===== config.mk =====
export PLATFORM = sky130hd
export DESIGN_NAME = id_ex_reg
export DESIGN_NICKNAME = d
export VERILOG_FILES = /design/src/rtl/id_ex_reg.sv
export SDC_FILE = /design/constraint.sdc
export NUM_CORES = 1
export LEC_CHECK = 0
export BUFFER_PORTS_ARGS = -buffer_cell sky130_fd_sc_hd__clkbuf_2
export CORE_AREA = 2 2 159 161
export DETAILED_ROUTE_END_ITERATION = 10
export DIE_AREA = 0 0 161 163
export PLACE_DENSITY_LB_ADDON = 0.12
export SYNTH_ARGS = -nofsm -noshare
export SYNTH_HDL_FRONTEND = slang
export SYNTH_SLANG_ARGS = --single-unit

===== constraint.sdc =====
create_clock -name clk -period 8.6 [get_ports clk]
set_input_delay 1.29 -clock clk [delete_from_list [all_inputs] [get_ports clk]]
set_output_delay 1.29 -clock clk [all_outputs]
set_load 0.02 [all_outputs]

===== src/rtl/id_ex_reg.sv =====
// ID/EX pipeline register: decode operands and control into execute.
// Ports: *_d in, *_e out, stall_e/flush_e, saturating bubble_cnt.
package riscv_pkg;

  typedef enum logic [3:0] {
    ALU_ADD  = 4'd0,
    ALU_SUB  = 4'd1,
    ALU_AND  = 4'd2,
    ALU_OR   = 4'd3,
    ALU_XOR  = 4'd4,
    ALU_SLT  = 4'd5,
    ALU_SLTU = 4'd6,
    ALU_SLL  = 4'd7,
    ALU_SRL  = 4'd8,
    ALU_SRA  = 4'd9
  } alu_op_e;

endpackage

module id_ex_reg
  import riscv_pkg::*;
#(
  parameter int XLEN  = 32,
  parameter int CNT_W = 32
) (
  input  logic            clk,
  input  logic            rst,
  input  logic            stall_e,
  input  logic            flush_e,
  input  logic            valid_d,
  input  logic [XLEN-1:0] pc_d,
  input  logic [XLEN-1:0] pc_plus4_d,
  input  logic [XLEN-1:0] rs1_data_d,
  input  logic [XLEN-1:0] rs2_data_d,
  input  logic [XLEN-1:0] imm_ext_d,
  input  logic [4:0]      rs1_addr_d,
  input  logic [4:0]      rs2_addr_d,
  input  logic [4:0]      rd_addr_d,
  input  alu_op_e         alu_ctrl_d,
  input  logic            alu_src_d,
  input  logic [1:0]      result_src_d,
  input  logic            reg_write_d,
  input  logic            mem_write_d,
  input  logic            branch_d,
  input  logic            jump_d,
  output logic            valid_e,
  output logic [XLEN-1:0] pc_e,
  output logic [XLEN-1:0] pc_plus4_e,
  output logic [XLEN-1:0] rs1_data_e,
  output logic [XLEN-1:0] rs2_data_e,
  output logic [XLEN-1:0] imm_ext_e,
  output logic [4:0]      rs1_addr_e,
  output logic [4:0]      rs2_addr_e,
  output logic [4:0]      rd_addr_e,
  output alu_op_e         alu_ctrl_e,
  output logic            alu_src_e,
  output logic [1:0]      result_src_e,
  output logic            reg_write_e,
  output logic            mem_write_e,
  output logic            branch_e,
  output logic            jump_e,
  output logic [CNT_W-1:0] bubble_cnt
);

  // A bubble zeroes every field, so rd_addr_e=0 never matches a
  // forwarding source; reset and flush share this value.
  always_ff @(posedge clk or posedge rst) begin
    if (rst) begin
      valid_e      <= 1'b0;
      pc_e         <= '0;
      pc_plus4_e   <= '0;
      rs1_data_e   <= '0;
      rs2_data_e   <= '0;
      imm_ext_e    <= '0;
      rs1_addr_e   <= '0;
      rs2_addr_e   <= '0;
      rd_addr_e    <= '0;
      alu_ctrl_e   <= ALU_ADD;
      alu_src_e    <= 1'b0;
      result_src_e <= 2'b00;
      reg_write_e  <= 1'b0;
      mem_write_e  <= 1'b0;
      branch_e     <= 1'b0;
      jump_e       <= 1'b0;
      bubble_cnt   <= '0;
    end else if (flush_e) begin
      valid_e      <= 1'b0;
      pc_e         <= '0;
      pc_plus4_e   <= '0;
      rs1_data_e   <= '0;
      rs2_data_e   <= '0;
      imm_ext_e    <= '0;
      rs1_addr_e   <= '0;
      rs2_addr_e   <= '0;
      rd_addr_e    <= '0;
      alu_ctrl_e   <= ALU_ADD;
      alu_src_e    <= 1'b0;
      result_src_e <= 2'b00;
      reg_write_e  <= 1'b0;
      mem_write_e  <= 1'b0;
      branch_e     <= 1'b0;
      jump_e       <= 1'b0;
      // Saturate rather than wrap so a long run stays readable.
      if (bubble_cnt != {CNT_W{1'b1}})
        bubble_cnt <= bubble_cnt + 1'b1;
    end else if (!stall_e) begin
      valid_e      <= valid_d;
      pc_e         <= pc_d;
      pc_plus4_e   <= pc_plus4_d;
      rs1_data_e   <= rs1_data_d;
      rs2_data_e   <= rs2_data_d;
      imm_ext_e    <= imm_ext_d;
      rs1_addr_e   <= rs1_addr_d;
      rs2_addr_e   <= rs2_addr_d;
      rd_addr_e    <= rd_addr_d;
      alu_ctrl_e   <= alu_ctrl_d;
      alu_src_e    <= alu_src_d;
      result_src_e <= result_src_d;
      reg_write_e  <= reg_write_d;
      mem_write_e  <= mem_write_d;
      branch_e     <= branch_d;
      jump_e       <= jump_d;
    end
  end

endmodule


==> flow_summary.ini <==
[clock_network]
cts_root_buf = clkbuf_16
clk_latency_ns = 0.52
cts_buffers = 25
post-cts-setup-buffer-count = 0
cts_resized = 0
holdBufCountCts = 0
cts_tree = built
cts.clk_slew.worst_paths_ns = 0.06
cts-htree-levels = 1
clock_sinks = 219
ctsLongestPathBuffers = 3

[yosys]
synthSimpleGateAreaFrac = 0.125
synth-adder-area-share = 0.00139
synth_area_leaders = dfrtp_1 (61%), mux2i_1 (21%), nor2_1 (8.0%)
async_reset_ff_frac = 1.00
synth-compound-area-share = 0.00389
synth_top_cell_by_area = dfrtp_1
yosysWarnings = 0
synth_edf_count = 0
ys_ff_latch = 219
netlist_instances = 744
seq_area_frac_synth = 0.609
synth_mux_area_frac = 0.211
synth_top_area_share = 0.609
mappedNetlistArea_um2 = 9000
yosys.cell_types.count = 30
synth_fp_nets = 936
synth_xor_area_frac = 0.0282
yosys_most_used_dff = dfrtp_1
synth_top_family_by_area = multiplexers
avgSynthCellArea_um2 = 12.1

[power]
swShare = 0.274
p_per_area_nw_per_um2 = 211
vdd_ir_drop_max_mv = 0.123
p_sw_w = 0.000701
p_leak_nw = 6.83
p_int_w = 0.00186
comb_power_share = 0.146
clkPwrFrac = 0.405
pwr-share-seq = 0.448
p_total_w = 0.00256

[sta]
clock.fmax_mhz = 322
rsz0062_at_grt = no
finalHoldViolations = 0
tightest_slew_ns = 0.959
fin_ws_ns = 5.50
drv_slew = 0
fin_skew_ns = 0.00524
finalSetupViolCount = 0
fin_setup_tns_ns = 0
whs_ns = 0.506
finalCritPeriodShare = 0.361
slew_headroom = 0.361
period_minus_slack_ns = 3.10

[die]
die_w_um = 161
die_h_um = 163
fp.dieArea_um2 = 26200
io_pins = 410
row_count = 58
core-area_um2 = 24700
initial_core_util = 0.365

[drt]
drc_errors = 0
routed_wirelength_um = 25500
vias = 6925
firstDrtPassIters = 6
vias_per_cell = 4.65
routedWlPerCell_um = 17.1
ant_nets = 0
drt_iter0_drc = 381

[worst_setup_path]
path_class = primary input to register
path_cells = buf_6 -> buf_4 -> and2_1 -> nand4_1 -> mux2_2
r2r_cells = 6
cp-start-kind = primary input
required_ns = 9.00
reg2reg_slack_ns = 6.57
r2r_start = bubble_cnt[0]
worstReg2RegEnd = bubble_cnt[1]
worstPathArrival_ns = 3.50
crit_path_max_fanout = 112
slowest_delay_ns = 0.79
endpoint_kind = register
cp_slowest_cell = buf_4

[global_routing]
grt_max_degree = 113
grtUsageMet3 = 0.0395
grt_pass1_wl_um = 38800
grt_pass1_vias = 6661
grtUsageMet1 = 0.238
grt_busiest_layer = met2
grt-ovfl-total = 0
track_usage = 0.187
grt_use_met2 = 0.323
grt_antenna_before_repair = 0

[outcome]
status = finished clean

[worst_hold_path]
hp-class = register to register
min_path_cells = 1
whs_endpoint = bubble_cnt[11]
hp-start = bubble_cnt[11]

[job]
cap_viol_max_count = 0

[finish]
multi_input_area_um2 = 3320
layout-drive-gt1-share = 0.399
nFillCells = 2398
regArea_um2 = 5480
nNetsFinal = 1334
final_area_um2 = 12100
syn2layout_area_growth_pct = 34.9
diodes = 0

[place]
hpwl_um = 18100
place_area_um2 = 11300
pre_cts_slack_ns = 4.98
place_congestion = 0.773
io_buffers = 409
-- routing by layer --
layer / wire length, µm / share of wire
met1: 10300 / 0.40
met2: 12900 / 0.51
met3: 1580 / 0.062
met4: 652 / 0.026
met5: 0 / 0
-- area by class of cell --
| type | instances | area share |
|---|---|---|
| Clock buffer | 38 | 0.0605 |
| Clock inverter | 7 | 0.00577 |
| Inverter | 3 | 0.00155 |
| Multi-Input combinational cell | 479 | 0.274 |
| Sequential cell | 219 | 0.451 |
| Tap cell | 330 | 0.0340 |
| Timing Repair Buffer | 414 | 0.173 |
-- cell usage after synthesis (all sizes together), types with 2 or more instances --
library cell  count
mux2              2
clkbuf           18
and3              6
nand4            14
and2              5
nand3            12
dfrtp           219
nor3              2
mux2i           187
and4              9
inv               3
xor2              6
buf              25
nand2            12
nor2            193
xnor2            23
-- cells in the final DEF, fill, tap and decap left out, types with 2 or more instances in the layout --
master,instances
clkbuf_2,407
buf_4,5
xor2_1,6
nand3_1,12
clkbuf_1,7
nand4_1,13
clkinv_2,3
clkbuf_16,25
clkbuf_8,6
and2_1,4
dfrtp_1,219
nor3_1,2
and3_1,6
nand2_1,12
nor2_1,192
xnor2_1,23
and4_4,3
and4_1,6
mux2i_1,187
inv_1,2
-- cell families (layout without fill, tap and decap cells) --
group                    after synthesis  count (layout)
AO/OA/AOI/OAI                          4               4
flip-flops                           219             219
adder cells (fa/ha/maj)                1               1
XOR/XNOR                              29              29
multiplexers                         189             189
buffers and inverters                 46             462
AND/OR/NAND/NOR                      256             256
-- power groups by stage --
stage          registers [W]  clock network (W)  logic (W)
2_1_floorplan        0.00124                  0   0.000150
3_3_place_gp         0.00116                  0   0.000382
3_5_place_dp         0.00117                  0   0.000384
4_1_cts              0.00115            0.00107   0.000384
5_1_grt              0.00116            0.00111   0.000410
6_report             0.00115            0.00104   0.000375
-- registers in the layout, summed over array words and instances, names as in the netlist, 2 cells and up --
signal and count:
rd_addr_e 5, rs1_addr_e 5, imm_ext_e 32, rs2_data_e 32, bubble_cnt 32, rs1_data_e 32
result_src_e 2, rs2_addr_e 5, pc_e 32, alu_ctrl_e 4, pc_plus4_e 32
-- metrics by stage --
| step | util | instances |
|---|---|---|
| after floorplan | - | 744 |
| after global placement | 0.459 | 1445 |
| final | 0.492 | 1490 |
| after global routing | 0.492 | 1490 |
| after detailed placement | 0.459 | 1445 |
| after CTS | 0.492 | 1490 |
-- worst max-delay path: cells and delay by family --
| family | cells | cell delay [ns] |
|---|---|---|
| and+or+nand+nor | 2 | 0.38 |
| buffers and inverters | 2 | 1.37 |
| muxes | 1 | 0.28 |
-- how the worst max path moves through the flow --
stage                     endpoint  slack [ns]    start
floorplan            alu_ctrl_e[0]        1.32      rst
finish              bubble_cnt[24]        5.50  flush_e
CTS                 bubble_cnt[24]        5.53  flush_e
global route        bubble_cnt[24]        5.34  flush_e
detailed placement  bubble_cnt[24]        4.98  flush_e
global placement    bubble_cnt[24]        4.97  flush_e
(Power assumes the default switching activity.)
